<file path="src/rtl/stage_memory_lsu.sv">
// MEM-stage load/store unit for the 5-stage rv32i pipeline.
// Issues one data-memory request per load/store, holds it until the response
// arrives (or an optional timeout expires), and returns the aligned and
// sign/zero-extended load result. The pipeline is stalled while a request is
// in flight.
//
// Ports:
//   clk, rst            clock, synchronous active-high reset
//   valid_in, is_load,  MEM-stage instruction; if both is_load and is_store
//   is_store, funct3    are set, the op is treated as a store
//   addr, store_data    effective address and rs2 value
//   dmem_read/write     request strobes, held until dmem_resp
//   dmem_address        word-aligned address
//   dmem_wdata/mbe      lane-shifted store data and byte enables
//   dmem_resp/rdata     one-cycle response pulse and read data
//   stall               freeze MEM and everything upstream
//   load_data/valid     load result, valid for one cycle
//   mem_err             misaligned, illegal funct3 or timeout (one-cycle pulse)
module stage_memory_lsu #(
  parameter int unsigned TIMEOUT_CYCLES = 0
) (
  input  logic        clk,
  input  logic        rst,
  input  logic        valid_in,
  input  logic        is_load,
  input  logic        is_store,
  input  logic [2:0]  funct3,
  input  logic [31:0] addr,
  input  logic [31:0] store_data,
  output logic        dmem_read,
  output logic        dmem_write,
  output logic [31:0] dmem_address,
  output logic [31:0] dmem_wdata,
  output logic [3:0]  dmem_mbe,
  input  logic        dmem_resp,
  input  logic [31:0] dmem_rdata,
  output logic        stall,
  output logic [31:0] load_data,
  output logic        load_valid,
  output logic        mem_err
);

  localparam int unsigned XLEN  = 32;
  localparam int unsigned CNT_W = (TIMEOUT_CYCLES > 1) ? $clog2(TIMEOUT_CYCLES) : 1;
  localparam bit          TIMEOUT_EN = (TIMEOUT_CYCLES != 0);
  localparam logic [CNT_W-1:0] TIMEOUT_LAST =
    CNT_W'((TIMEOUT_CYCLES > 0) ? (TIMEOUT_CYCLES - 1) : 0);

  typedef enum logic [1:0] {
    IDLE = 2'd0,
    BUSY = 2'd1,
    DONE = 2'd2
  } state_t;

  state_t           state;
  logic [CNT_W-1:0] busy_cnt;
  logic             req_load;
  logic [2:0]       req_funct3;
  logic [1:0]       req_off;

  logic             mem_op;
  logic             op_store;
  logic             f3_ok;
  logic             aligned;
  logic             op_legal;
  logic             timeout_hit;
  logic [3:0]       mbe_next;
  logic [XLEN-1:0]  wdata_next;
  logic [7:0]       rd_byte;
  logic [15:0]      rd_half;
  logic [XLEN-1:0]  load_ext;

  // Request decode and legality for the op presented in IDLE.
  always_comb begin
    mem_op   = valid_in & (is_load | is_store);
    op_store = is_store;

    if (op_store) begin
      f3_ok = (funct3 == 3'b000) || (funct3 == 3'b001) || (funct3 == 3'b010);
    end else begin
      f3_ok = (funct3 == 3'b000) || (funct3 == 3'b001) || (funct3 == 3'b010) ||
              (funct3 == 3'b100) || (funct3 == 3'b101);
    end

    case (funct3[1:0])
      2'b01:   aligned = ~addr[0];
      2'b10:   aligned = (addr[1:0] == 2'b00);
      default: aligned = 1'b1;
    endcase

    op_legal = mem_op & f3_ok & aligned;

    // Loads always fetch the whole word; the lane is picked on return.
    mbe_next = 4'b1111;
    if (op_store) begin
      case (funct3[1:0])
        2'b00:   mbe_next = 4'b0001 << addr[1:0];
        2'b01:   mbe_next = 4'b0011 << addr[1:0];
        default: mbe_next = 4'b1111;
      endcase
    end

    wdata_next = store_data << {addr[1:0], 3'b000};
  end

  // Stall rises in the same cycle a legal op arrives so the instruction is held.
  always_comb begin
    stall = (state == BUSY) || ((state == IDLE) && op_legal);
  end

  always_comb begin
    timeout_hit = TIMEOUT_EN && (busy_cnt == TIMEOUT_LAST);
  end

  // Lane extraction from the returned word using the captured offset.
  always_comb begin
    rd_byte = dmem_rdata[{req_off, 3'b000} +: 8];
    rd_half = dmem_rdata[{req_off[1], 4'b0000} +: 16];
    case (req_funct3)
      3'b000:  load_ext = {{24{rd_byte[7]}}, rd_byte};
      3'b001:  load_ext = {{16{rd_half[15]}}, rd_half};
      3'b100:  load_ext = {24'd0, rd_byte};
      3'b101:  load_ext = {16'd0, rd_half};
      default: load_ext = dmem_rdata;
    endcase
  end

  // FSM with registered memory-side and result outputs.
  always_ff @(posedge clk) begin
    if (rst) begin
      state        <= IDLE;
      busy_cnt     <= '0;
      req_load     <= 1'b0;
      req_funct3   <= 3'b000;
      req_off      <= 2'b00;
      dmem_read    <= 1'b0;
      dmem_write   <= 1'b0;
      dmem_address <= '0;
      dmem_wdata   <= '0;
      dmem_mbe     <= 4'b0000;
      load_data    <= '0;
      load_valid   <= 1'b0;
      mem_err      <= 1'b0;
    end else begin
      load_valid <= 1'b0;
      mem_err    <= 1'b0;
      case (state)
        IDLE: begin
          if (op_legal) begin
            state        <= BUSY;
            busy_cnt     <= '0;
            req_load     <= ~op_store;
            req_funct3   <= funct3;
            req_off      <= addr[1:0];
            dmem_read    <= ~op_store;
            dmem_write   <= op_store;
            dmem_address <= {addr[31:2], 2'b00};
            dmem_wdata   <= op_store ? wdata_next : '0;
            dmem_mbe     <= mbe_next;
          end else if (mem_op) begin
            mem_err <= 1'b1;
          end
        end
        BUSY: begin
          if (dmem_resp) begin
            dmem_read  <= 1'b0;
            dmem_write <= 1'b0;
            if (req_load) begin
              load_data  <= load_ext;
              load_valid <= 1'b1;
            end
            state <= DONE;
          end else if (timeout_hit) begin
            // Abandon the request; a load still retires, with a zero result.
            dmem_read  <= 1'b0;
            dmem_write <= 1'b0;
            mem_err    <= 1'b1;
            load_data  <= '0;
            load_valid <= req_load;
            state      <= DONE;
          end else begin
            busy_cnt <= busy_cnt + CNT_W'(1);
          end
        end
        DONE: begin
          state <= IDLE;
        end
        default: begin
          state <= IDLE;
        end
      endcase
    end
  end

endmodule

</file>
<file path="config.mk">
export PLATFORM = sky130hd
export DESIGN_NAME = stage_memory_lsu
export DESIGN_NICKNAME = d
export VERILOG_FILES = /design/src/rtl/stage_memory_lsu.sv
export SDC_FILE = /design/constraint.sdc
export NUM_CORES = 1
export LEC_CHECK = 0
export ABC_AREA = 1
export BUFFER_PORTS_ARGS = -buffer_cell sky130_fd_sc_hd__buf_4
export CORE_ASPECT_RATIO = 1.25
export CORE_MARGIN = 5
export CORE_UTILIZATION = 40
export DETAILED_ROUTE_END_ITERATION = 10
export GPL_TIMING_DRIVEN = 0
export PLACE_DENSITY = 0.67
export SYNTH_ARGS = -nofsm -noshare
export SYNTH_HDL_FRONTEND = slang
export SYNTH_SLANG_ARGS = --single-unit
</file>
<file path="constraint.sdc">
create_clock -name clk -period 3.5 [get_ports clk]
set_input_delay 0.7 -clock clk [delete_from_list [all_inputs] [get_ports clk]]
set_output_delay 0.7 -clock clk [all_outputs]
set_load 0.1 [all_outputs]
</file>
After elaboration in Yosys (flattened, before gate mapping)
Index checks and enable logic that the tools add are counted.
{"block": "totals", "regBits": 110, "input_bits": 105, "output_inout_bits": 105}
{"block": "op_classes", "n_reduce_logical": 18, "bitwise": 9, "muxes": 16, "shifts": 5, "n_eq_ne": 12}
{"operator": "$pmux W32 S4", "count": 1}
{"operator": "$mux W32", "count": 1}
{"operator": "$shiftx A32 B6 Y16", "count": 1}
{"operator": "$shiftx A32 B6 Y8", "count": 1}
{"operator": "$shl A32 B5 Y32", "count": 1}
{"operator": "$eq A3 B3 Y1 const B", "count": 4}
{"operator": "$pmux W4 S2", "count": 1}
{"operator": "$eq A3 B1 Y1 const B", "count": 2}
{"operator": "$logic_not A2 Y1", "count": 3}
{"operator": "$logic_not A3 Y1", "count": 2}
{"operator": "$mux W1", "count": 6}
{"operator": "$pmux W1 S2", "count": 3}
{"operator": "$reduce_and A3 Y1", "count": 2}
{"operator": "$reduce_or A3 Y1", "count": 2}
{"operator": "$logic_or A1 B1 Y1", "count": 5}
{"operator": "$not A1 Y1", "count": 5}
{"operator": "$eq A2 B1 Y1 const B", "count": 2}
{"operator": "$mux W2", "count": 2}
{"operator": "$mux W4", "count": 1}
{"operator": "$ne A2 B2 Y1 const B", "count": 2}
{"operator": "$pmux W2 S2", "count": 1}
{"operator": "$reduce_and A2 Y1", "count": 2}
{"operator": "$shl A1 B2 Y4 const A", "count": 1}
{"operator": "$shl A2 B2 Y4 const A", "count": 1}
{"operator": "other kinds (6)", "count": 8}

Logic depth before layout (Yosys ltp)
Gate-level depths: netlist (run 1).
{"block": "depth", "depth_word": 10, "depth_mapped": 11}

Least setup slack after synthesis (run 1)
No wires, ideal clock.
{"block": "synth_timing", "path_kind": "input to output", "from": "input port funct3[1]", "to": "output port stall", "arrival_ns": 2.375, "required_time_ns": 2.800, "path_stages": 10, "n_path_buf": 2, "setup_slack_ns": 0.425, "cell_sequence": "inv_1 -> ha_1 -> inv_2 -> nand2_1 -> nor2_1 -> nor2_4 -> nand3_2 -> buf_6 -> buf_6 -> nand2_1"}
{"block": "synth_via", "elab_chain_len": 10, "word_cells_on_any_way": 17, "cone_classes": "eq/ne: 6; mux: 2; bitwise: 2; reduce/logical: 7"}
{"item": "from (decl)", "line_no": "27", "source": "input logic [2:0] funct3,"}
{"item": "$eq A3 B1 Y1 / $logic_not A3 Y1 (equally long branches)", "line_no": "79, 81"}
{"item": "$logic_or A1 B1 Y1 (2 in series)", "line_no": "79, 81"}
{"item": "$logic_or A1 B1 Y1", "line_no": "81", "source": "f3_ok = (funct3 == 3'b000) || (funct3 == 3'b001) || (funct3 == 3'b010) ||"}
{"item": "$logic_or A1 B1 Y1", "line_no": "82", "source": "(funct3 == 3'b100) || (funct3 == 3'b101);"}
{"item": "$mux W1", "line_no": "78", "source": "if (op_store) begin"}
{"item": "$and A1 B1 Y1", "line_no": "91", "source": "op_legal = mem_op & f3_ok & aligned;"}
{"item": "$and A1 B1 Y1 (*)", "line_no": "91"}
{"item": "$logic_and A1 B1 Y1 (*)", "line_no": "108", "source": "stall = (state == BUSY) || ((state == IDLE) && op_legal);"}
{"item": "$logic_or A1 B1 Y1 (*)", "line_no": "108"}
{"item": "to (decl)", "line_no": "37", "source": "output logic stall,"}
Mark *: on every way between the ends. The rest lies on a longest branch, timed or not.

Worst setup path in the final report (run 1)
Ends and elaborated chain as after synthesis.

==> out/qor.yml, run 1 <==
period_minus_slack_ns: 3.166
tns_ns: 0
rsz0062_at_grt: "false"
p_seq_frac: 0.410
final_cell_mix: "246 x nand2_1, 210 x buf_4, 139 x nor2_1"
post-cts-setup-buffers: 0
crit_arrival_ns: 2.47
fillerInstances: 1485
ys_seq_area_frac: 0.3846
run_status: "completed"
grt_usage: 0.2286
path_class: "in2out"
wire_per_inst_um: 14.73
avgSynthCellArea_um2: 6.271
path_cells: "buf_4 > inv_1 > ha_1 > inv_2 > nand2_1 > nor2_1 > nor2_4 > nand3_2 > buf_6 > buf_6 > nand2_1 > buf_4"
die-height_um: 143.8
worst_slew_pin_slew_ns: 0.8374
pwr-share-clk: 0.329
cts_htree_levels: 3
vias: 6447
area_growth_pct: 36.10
path_buf_inv: 6
syn-instance-count: 913
place_area_um2: 7491
hpwl_um: 15050
dieWidth_um: 117.0
final_area_um2: 7792
pin_count: 210
ys_ff_latch: 110
fin_cells: 1313
finalMaxSlewViolations: 0
max_stage_delay_ns: 0.28
yosys_warnings: 0
antenna_cells: 0
drc: 0
critPathMaxFanout: 10
antenna_found_initial: 0
combinationalPowerShare: 0.261
drive_above_1_share: 0.2247
final_common_cell: "nand2_1"
place_congestion: 0.9430
cts_tree: "yes"
setup_viol_count_final: 0
max_slew_margin: 0.4397
p_leak_nw: 3.936
ant_nets: 0
clk_pin_slew_worst_paths_ns: 0.08
grt_max_degree: 18
synthesis.area_um2: 5725
grt_pass1_wl_um: 30480
power.internal_mw: 2.107
irDropWorstVdd_mv: 0.2165
report.power.total_mw: 3.222
place_inst: 1297
core_area_um2: 14220
grt_pass1_vias: 6055
cts_sinks: 110
rows: 49
first_pass_iters: 5
viasPerCell: 4.910
p_switching_mw: 1.115
drtIter0Drc: 483
insertion_delay_ns: 0.35
clockBufferDepth: 2
hold_slack_ns: 0.4615
critPathSlowestCell: "buf_4"
synth_cell_types: 25
final_nets: 1238
cp-start-kind: "input pin"
end_kind: "output port"
fmax_ghz: 0.3158
cts_buffers: 9
holdBufCountCts: 0
wirelength_um: 19340
p_per_area_nw_per_um2: 413.5
period_share: 0.9047
worstHoldPathType: "reg2reg"
cts_resized: 0
worstPathRequired_ns: 2.80
dieArea_um2: 16820
root_buffer: "clkbuf_16"
cap_violations: 0
critical-path-top-delay-family: "buffers and inverters"
overflow: 0
p_sw_frac: 0.3461
final.setup_skew_ns: 0.008752
finalHoldViolations: 0
initial_utilization: 0.4025
port_buffers: 205
-- final timing paths --
path / start / endpoint / slack, ns / cells past startpoint
setup / recovery: funct3[1] / stall / 0.33 / 12
hold / removal: dmem_address[17] / dmem_address[17] / 0.46 / 2
setup reg to reg: state[1] / dmem_wdata[23] / 1.63 / 6
hold reg to reg: dmem_address[17] / dmem_address[17] / 0.46 / 2
-- logic make-up (layout without fill, tap and decap cells) --
family / count (synthesis) / in the layout / synth area share
fa+ha+maj: 3 / 3 / 0.006557
flops: 110 / 110 / 0.3846
other cells: 1 / 2 / 0.0006550
compound gates: 142 / 142 / 0.1294
simple gates: 485 / 485 / 0.3545
buf+inv: 172 / 393 / 0.1243
-- synth_stat cells (all sizes together) --
cell      n  area (um^2)
ha        3        37.54
clkbuf   33        123.9
nand2   247        929.7
nand3    44        230.2
o31ai     7        52.55
a21boi    2        15.01
o21ai    54        270.3
buf      34        193.9
dfxtp   110         2202
nand4    53        331.6
nor3      1        5.000
o22ai     6        37.54
nor2    140        533.0
inv     104        390.4
conb      1        3.750
a21oi    73        365.4
clkinv    1        3.750
-- stage by stage --
step	worst slack, ns	utilization
finish	0.3336	0.5479
CTS	0.3102	0.5479
floorplan	0.4252	-
global route	0.1725	0.5479
global placement	0.3348	0.5267
detailed placement	0.3194	0.5267
-- area by class of cell --
type	count	area (um^2)	area share
plain buffers	67	317.8	0.04078
clock buffers	12	246.5	0.03163
clock inverters	4	55.05	0.007065
inverters	105	394.1	0.05058
multi-input cells	632	2815	0.3613
flip-flops and latches	110	2202	0.2826
well taps	178	222.7	0.02858
repair buffers	205	1539	0.1975
-- flip-flops by register name, indices dropped and copies added, names as in the netlist --
register and count:
load_data 32, state 2, req_off 2, req_load 1, dmem_write 1, req_funct3 3, mem_err 1, dmem_read 1
dmem_address 30, load_valid 1, dmem_wdata 32, dmem_mbe 4
-- metal layers --
| layer | share of wire | GRT usage | up-vias |
|---|---|---|---|
| li1 | - | - | 3340 |
| met1 | 0.42 | 0.2966 | 2882 |
| met2 | 0.49 | 0.3815 | 200 |
| met3 | 0.073 | 0.04381 | 25 |
| met4 | 0.018 | 0.07186 | 0 |
| met5 | 0 | 0 | - |
-- tightest hold or removal path: stages, from the launching register on --
cell     delay, ns
dfxtp_1       0.31
nand2_1       0.06
a21oi_1       0.05
-- power by group through the flow --
stage	clock network [mW]	registers, mW	logic (mW)
after global placement	0	1.35	0.836
after CTS	1.08	1.32	0.841
final	1.06	1.32	0.842
after floorplan	0	1.64	0.295
after global routing	1.14	1.33	0.904
after detailed placement	0	1.35	0.839
No activity file was read; power rests on OpenSTA's default activity.
==> inputs of run 2 (changes only) <==
--- a/config.mk
+++ b/config.mk
@@ -12,6 +12,7 @@
 export CORE_UTILIZATION = 40
 export DETAILED_ROUTE_END_ITERATION = 10
 export GPL_TIMING_DRIVEN = 0
+export MAX_ROUTING_LAYER = met4
 export PLACE_DENSITY = 0.67
 export SYNTH_ARGS = -nofsm -noshare
 export SYNTH_HDL_FRONTEND = slang
==> run 2 against run 1 <==
Net effect: die area is the same; fmax grew 0.24%; clock power shrank 5%; combinational power is essentially flat; cell area shrank 0.19%; non-clock buffer count is the same; first-iteration DRC count shrank 4.3%; total power shrank 1.6%; sequential cell count is the same; critical path depth is the same; global-route usage grew 0.25 points; critical path type unchanged; largest cell class unchanged.
==> out/qor.yml, run 2 (same netlist as run 1, synthesis figures left out) <==
reg2reg_slack_ns: 1.65  # was 1.63 ns
overflow: 0  # unchanged
cts_buffers: 9  # unchanged
final_common_cell: "nand2_1"  # unchanged
p_seq_frac: 0.417  # was 0.410
viasPerCell: 4.861  # was 4.910
setup_viol_count_final: 0  # unchanged
hpwl_um: 15070  # was 15050 um
grt_pass1_vias: 6001  # was 6055
fillerInstances: 1503  # was 1485
end_kind: "output port"  # unchanged
reg2reg_depth: 6  # unchanged
antenna_cells: 0  # unchanged
grt_pass1_wl_um: 29680  # was 30480 um
path_class: "in2out"  # unchanged
worstHoldEndpoint: "dmem_address[22]"  # was dmem_address[17]
clk_pin_slew_worst_paths_ns: 0.07  # was 0.08 ns
p_leak_nw: 3.932  # was 3.936 nW
cts_resized: 0  # unchanged
max_slew_margin: 0.4684  # was 0.4397
wirelength_um: 19300  # was 19340 um
wire_per_inst_um: 14.70  # was 14.73 um
period_minus_slack_ns: 3.159  # was 3.166 ns
pin_count: 210  # unchanged
final_nets: 1238  # unchanged
pwr-share-clk: 0.318  # was 0.329
finalHoldViolations: 0  # unchanged
cts_sinks: 110  # unchanged
cts_htree_levels: 3  # unchanged
worst_slew_pin_slew_ns: 0.7945  # was 0.8374 ns
irDropWorstVdd_mv: 0.2844  # was 0.2165 mV
die-height_um: 143.8  # unchanged
drive_above_1_share: 0.2256  # was 0.2247
ant_nets: 0  # unchanged
tns_ns: 0  # unchanged
worstReg2RegStart: "state[1]"  # unchanged
core_area_um2: 14220  # unchanged
cp-start-kind: "input pin"  # unchanged
critPathMaxFanout: 10  # unchanged
first_pass_iters: 4  # was 5
dieArea_um2: 16820  # unchanged
insertion_delay_ns: 0.36  # was 0.35 ns
area_growth_pct: 35.84  # was 36.10%
fmax_ghz: 0.3166  # was 0.3158 GHz
multi_input_area_um2: 2815  # unchanged
drtIter0Drc: 462  # was 483
grt_usage: 0.2311  # was 0.2286
hp-start: "dmem_address[22]"  # was dmem_address[17]
final_area_um2: 7777  # was 7792 um^2
crit_arrival_ns: 2.46  # was 2.47 ns
finalMaxSlewViolations: 0  # unchanged
port_buffers: 205  # unchanged
p_per_area_nw_per_um2: 407.6  # was 413.5 nW/um^2
antenna_found_initial: 0  # unchanged
dieWidth_um: 117.0  # unchanged
worstHoldPathType: "reg2reg"  # unchanged
reg.largest.list: "dmem_wdata: 32 flops, load_data: 32 flops, dmem_address: 30 flops"  # unchanged
cap_violations: 0  # unchanged
place_congestion: 0.9604  # was 0.9430
clockBufferDepth: 2  # unchanged
cts_tree: "yes"  # unchanged
regArea_um2: 2202  # unchanged
place_area_um2: 7491  # unchanged
root_buffer: "clkbuf_16"  # unchanged
p_switching_mw: 1.118  # was 1.115 mW
whs_path_depth: 2  # unchanged
holdBufCountCts: 0  # unchanged
p_sw_frac: 0.3525  # was 0.3461
grt_max_degree: 18  # unchanged
combinationalPowerShare: 0.265  # was 0.261
power.internal_mw: 2.052  # was 2.107 mW
r2r-end: "dmem_wdata[28]"  # was dmem_wdata[23]
worstPathRequired_ns: 2.80  # about the same
rows: 49  # unchanged
vias: 6382  # was 6447
initial_utilization: 0.4025  # unchanged
drc: 0  # unchanged
final_cell_mix: "246 x nand2_1, 210 x buf_4, 139 x nor2_1"  # unchanged
final.setup_skew_ns: 0.008334  # was 0.008752 ns
rsz0062_at_grt: "false"  # unchanged
run_status: "completed"  # unchanged
period_share: 0.9025  # was 0.9047
post-cts-setup-buffers: 0  # unchanged
run 2: final cells by class:
| type | instances | area share |
|---|---|---|
| repair buffers | 205 | 0.1979 |
| clock inverters | 4 | 0.003861 |
| flip-flops and latches | 110 | 0.2831 |
| multi-input cells | 632 | 0.3620 |
| inverters | 105 | 0.05068 |
| clock buffers | 12 | 0.03298 |
| plain buffers | 67 | 0.04086 |
| well taps | 178 | 0.02864 |
run 2: how the worst max path moves through the flow:
stage	startpoint	to	slack (ns)	cells past startpoint
6_report	funct3[1]	stall	0.34	12
5_1_grt	funct3[1]	stall	0.17	12
4_1_cts	funct3[1]	stall	0.31	12
3_5_place_dp	funct3[1]	stall	0.32	12
3_3_place_gp	funct3[1]	stall	0.33	12
2_1_floorplan	funct3[1]	stall	0.43	10
run 2: critical path, stage by stage:
cell,delay (ns)
buf_4,0.12
inv_1,0.07
ha_1,0.25
inv_2,0.05
nand2_1,0.09
nor2_1,0.07
nor2_4,0.24
nand3_2,0.16
buf_6,0.22
buf_6,0.15
nand2_1,0.06
buf_4,0.28
run 2: power groups by stage:
| stage | Combinational [mW] | Sequential [mW] | Clock (mW) |
|---|---|---|---|
| 2_1_floorplan | 0.295 | 1.64 | 0 |
| 3_3_place_gp | 0.835 | 1.35 | 0 |
| 3_5_place_dp | 0.837 | 1.35 | 0 |
| 4_1_cts | 0.840 | 1.32 | 1.03 |
| 5_1_grt | 0.903 | 1.33 | 1.08 |
| 6_report | 0.840 | 1.32 | 1.01 |
run 2: metal layers:
layer / track usage / share of wire
met5: - / 0
met4: 0.07126 / 0.015
met3: 0.02949 / 0.061
met2: 0.3845 / 0.49
met1: 0.2911 / 0.43
run 2: metrics by stage:
stage / worst slack (ns) / hold slack [ns] / std cells / power (mW) / util
final: 0.3413 / 0.4599 / 1313 / 3.170 / 0.5468
after global routing: 0.1666 / 0.4792 / 1313 / 3.306 / 0.5468
after CTS: 0.3098 / 0.4622 / 1313 / 3.190 / 0.5468
after detailed placement: 0.3157 / 0.4510 / 1297 / 2.187 / 0.5267
after global placement: 0.3292 / 0.4488 / 1297 / 2.184 / 0.5267
after floorplan: 0.4252 / 0.4703 / 914 / 1.931 / -
==> inputs of run 3 (changes only) <==
--- a/config.mk
+++ b/config.mk
@@ -7,7 +7,7 @@
 export LEC_CHECK = 0
 export ABC_AREA = 1
 export BUFFER_PORTS_ARGS = -buffer_cell sky130_fd_sc_hd__buf_4
-export CORE_ASPECT_RATIO = 1.25
+export CORE_ASPECT_RATIO = 0.7
 export CORE_MARGIN = 5
 export CORE_UTILIZATION = 40
 export DETAILED_ROUTE_END_ITERATION = 10
==> run 3 against run 2 <==
Net effect: fmax is essentially flat; critical path depth is the same; routed wire length grew 7.5%; core utilization grew 1.3 points; cell count grew 0.91%; worst setup slack gained 0.0022 ns; worst hold slack gained 0.0024 ns.
==> out/qor.yml, run 3 (same netlist as run 1, synthesis figures left out) <==
cts_buffers: 9  # unchanged
die-height_um: 110.1  # was 143.8 um
cts_htree_levels: 3  # unchanged
cp-start-kind: "input pin"  # unchanged
path_cells: "buf_4 > inv_1 > ha_1 > inv_2 > nand2_1 > nor2_1 > nor2_4 > nand3_2 > buf_6 > buf_6 > nand2_1 > buf_4"  # unchanged
hp-start: "dmem_address[10]"  # was dmem_address[22]
end_kind: "output port"  # unchanged
worstHoldEndpoint: "dmem_address[10]"  # was dmem_address[22]
reg2reg_depth: 9  # was 6
rsz0062_at_grt: "false"  # unchanged
pwr-share-clk: 0.326  # was 0.318
worstHoldPathType: "reg2reg"  # unchanged
grt_usage: 0.2481  # was 0.2311
cts_tree: "yes"  # unchanged
ant_nets: 0  # unchanged
clk_pin_slew_worst_paths_ns: 0.08  # was 0.07 ns
grt_pass1_vias: 5994  # was 6001
drtIter0Drc: 570  # was 462
post-cts-setup-buffers: 0  # unchanged
dieArea_um2: 16840  # was 16820 um^2
viasPerCell: 4.884  # was 4.861
antenna_found_initial: 0  # unchanged
critPathMaxFanout: 10  # unchanged
fin_cells: 1325  # was 1313
p_per_area_nw_per_um2: 413.3  # was 407.6 nW/um^2
place_inst: 1309  # was 1297
worst_slew_pin_slew_ns: 0.6347  # was 0.7945 ns
wirelength_um: 20750  # was 19300 um
insertion_delay_ns: 0.37  # was 0.36 ns
post-route-util: 0.5595  # was 0.5468
core_area_um2: 13960  # was 14220 um^2
reg.largest.list: "dmem_wdata: 32 flops, load_data: 32 flops, dmem_address: 30 flops"  # unchanged
antenna_cells: 0  # unchanged
area_growth_pct: 36.45  # was 35.84%
cts_resized: 0  # unchanged
fmax_ghz: 0.3168  # was 0.3166 GHz
report.power.total_mw: 3.229  # was 3.170 mW
final_nets: 1238  # unchanged
worst_slack_ns: 0.3435  # was 0.3413 ns
power.internal_mw: 2.034  # was 2.052 mW
final.setup_skew_ns: 0.01089  # was 0.008334 ns
clockBufferDepth: 2  # unchanged
combinationalPowerShare: 0.265  # about the same
port_buffers: 205  # unchanged
place_congestion: 0.9609  # was 0.9604
setup_viol_count_final: 0  # unchanged
holdBufCountCts: 0  # unchanged
critPathSlowestCell: "buf_4"  # unchanged
p_leak_nw: 3.938  # was 3.932 nW
rows: 36  # was 49
initial_utilization: 0.4100  # was 0.4025
worstPathRequired_ns: 2.80  # about the same
worstReg2RegStart: "state[1]"  # unchanged
vias: 6471  # was 6382
final_common_cell: "nand2_1"  # unchanged
cts_sinks: 110  # unchanged
finalMaxSlewViolations: 0  # unchanged
whs_path_depth: 2  # unchanged
reg2reg_slack_ns: 1.56  # was 1.65 ns
run_status: "completed"  # unchanged
overflow: 0  # unchanged
tns_ns: 0  # unchanged
hpwl_um: 16360  # was 15070 um
irDropWorstVdd_mv: 0.2531  # was 0.2844 mV
period_minus_slack_ns: 3.156  # was 3.159 ns
drive_above_1_share: 0.2264  # was 0.2256
root_buffer: "clkbuf_16"  # unchanged
pre_cts_ws_ns: 0.3434  # was 0.3157 ns
grt_max_degree: 22  # was 18
p_seq_frac: 0.409  # was 0.417
r2r-end: "load_data[11]"  # was dmem_wdata[28]
p_switching_mw: 1.195  # was 1.118 mW
pin_count: 210  # unchanged
path_class: "in2out"  # unchanged
max_stage_delay_ns: 0.28  # about the same
finalHoldViolations: 0  # unchanged
crit_arrival_ns: 2.46  # about the same
max_slew_margin: 0.5753  # was 0.4684
wire_per_inst_um: 15.66  # was 14.70 um
p_sw_frac: 0.3700  # was 0.3525
final_cell_mix: "246 x nand2_1, 210 x buf_4, 139 x nor2_1"  # unchanged
cap_violations: 0  # unchanged
first_pass_iters: 5  # was 4
period_share: 0.9018  # was 0.9025
dieWidth_um: 153.0  # was 117.0 um
fillerInstances: 1414  # was 1503
grt_pass1_wl_um: 32320  # was 29680 um
drc: 0  # unchanged
==> run 3: changes by cell type in the layout (fill, tap and decap cells not counted) <==
| cell | delta |
|---|---|
| inv_8 | +1 |
| clkinv_8 | +3 |
| clkbuf_1 | -1 |
| inv_6 | -1 |
| clkbuf_8 | -2 |
==> run 3: worst max-delay path by stage <==
stage / cells past startpoint / to / slack [ns] / startpoint
final: 12 / stall / 0.34 / funct3[1]
after detailed placement: 12 / stall / 0.34 / funct3[1]
after global routing: 12 / stall / 0.17 / funct3[1]
after floorplan: 10 / stall / 0.43 / funct3[1]
after CTS: 12 / stall / 0.35 / funct3[1]
after global placement: 12 / stall / 0.38 / funct3[1]
==> run 3: area by class of cell <==
class	instances	area, um^2	share of cell area
Multi-Input combinational cell	632	2815	0.3603
Sequential cell	110	2202	0.2819
Timing Repair Buffer	205	1539	0.1970
Inverter	105	394.1	0.05045
Buffer	67	317.8	0.04068
Tap cell	190	237.7	0.03043
Clock buffer	9	225.2	0.02883
Clock inverter	7	81.33	0.01041
==> run 3: layer usage <==
metal / global-route usage / share of wire
met2: 0.3426 / 0.40
met3: 0.05150 / 0.069
met5: - / 0
met1: 0.3748 / 0.52
met4: 0.04196 / 0.0072
==> run 3: per-stage QoR <==
| stage | cell area [um^2] | hold WS (ns) |
|---|---|---|
| global route | 7812 | 0.4863 |
| detailed placement | 7506 | 0.4524 |
| floorplan | 5729 | 0.4703 |
| global placement | 7506 | 0.4483 |
| CTS | 7812 | 0.4653 |
| finish | 7812 | 0.4624 |
==> run 3: power groups by stage <==
stage / registers [mW] / logic, mW / clock network [mW]
final: 1.32 / 0.854 / 1.05
after detailed placement: 1.35 / 0.847 / 0
after floorplan: 1.64 / 0.295 / 0
after global routing: 1.33 / 0.916 / 1.12
after CTS: 1.32 / 0.849 / 1.07
after global placement: 1.35 / 0.847 / 0
==> run 3: critical path, delay by kind of cell <==
kind | cells | cell delay, ns
adder cells (fa/ha/maj) | 1 | 0.23
buffers and inverters | 6 | 0.89
AND/OR/NAND/NOR | 5 | 0.62
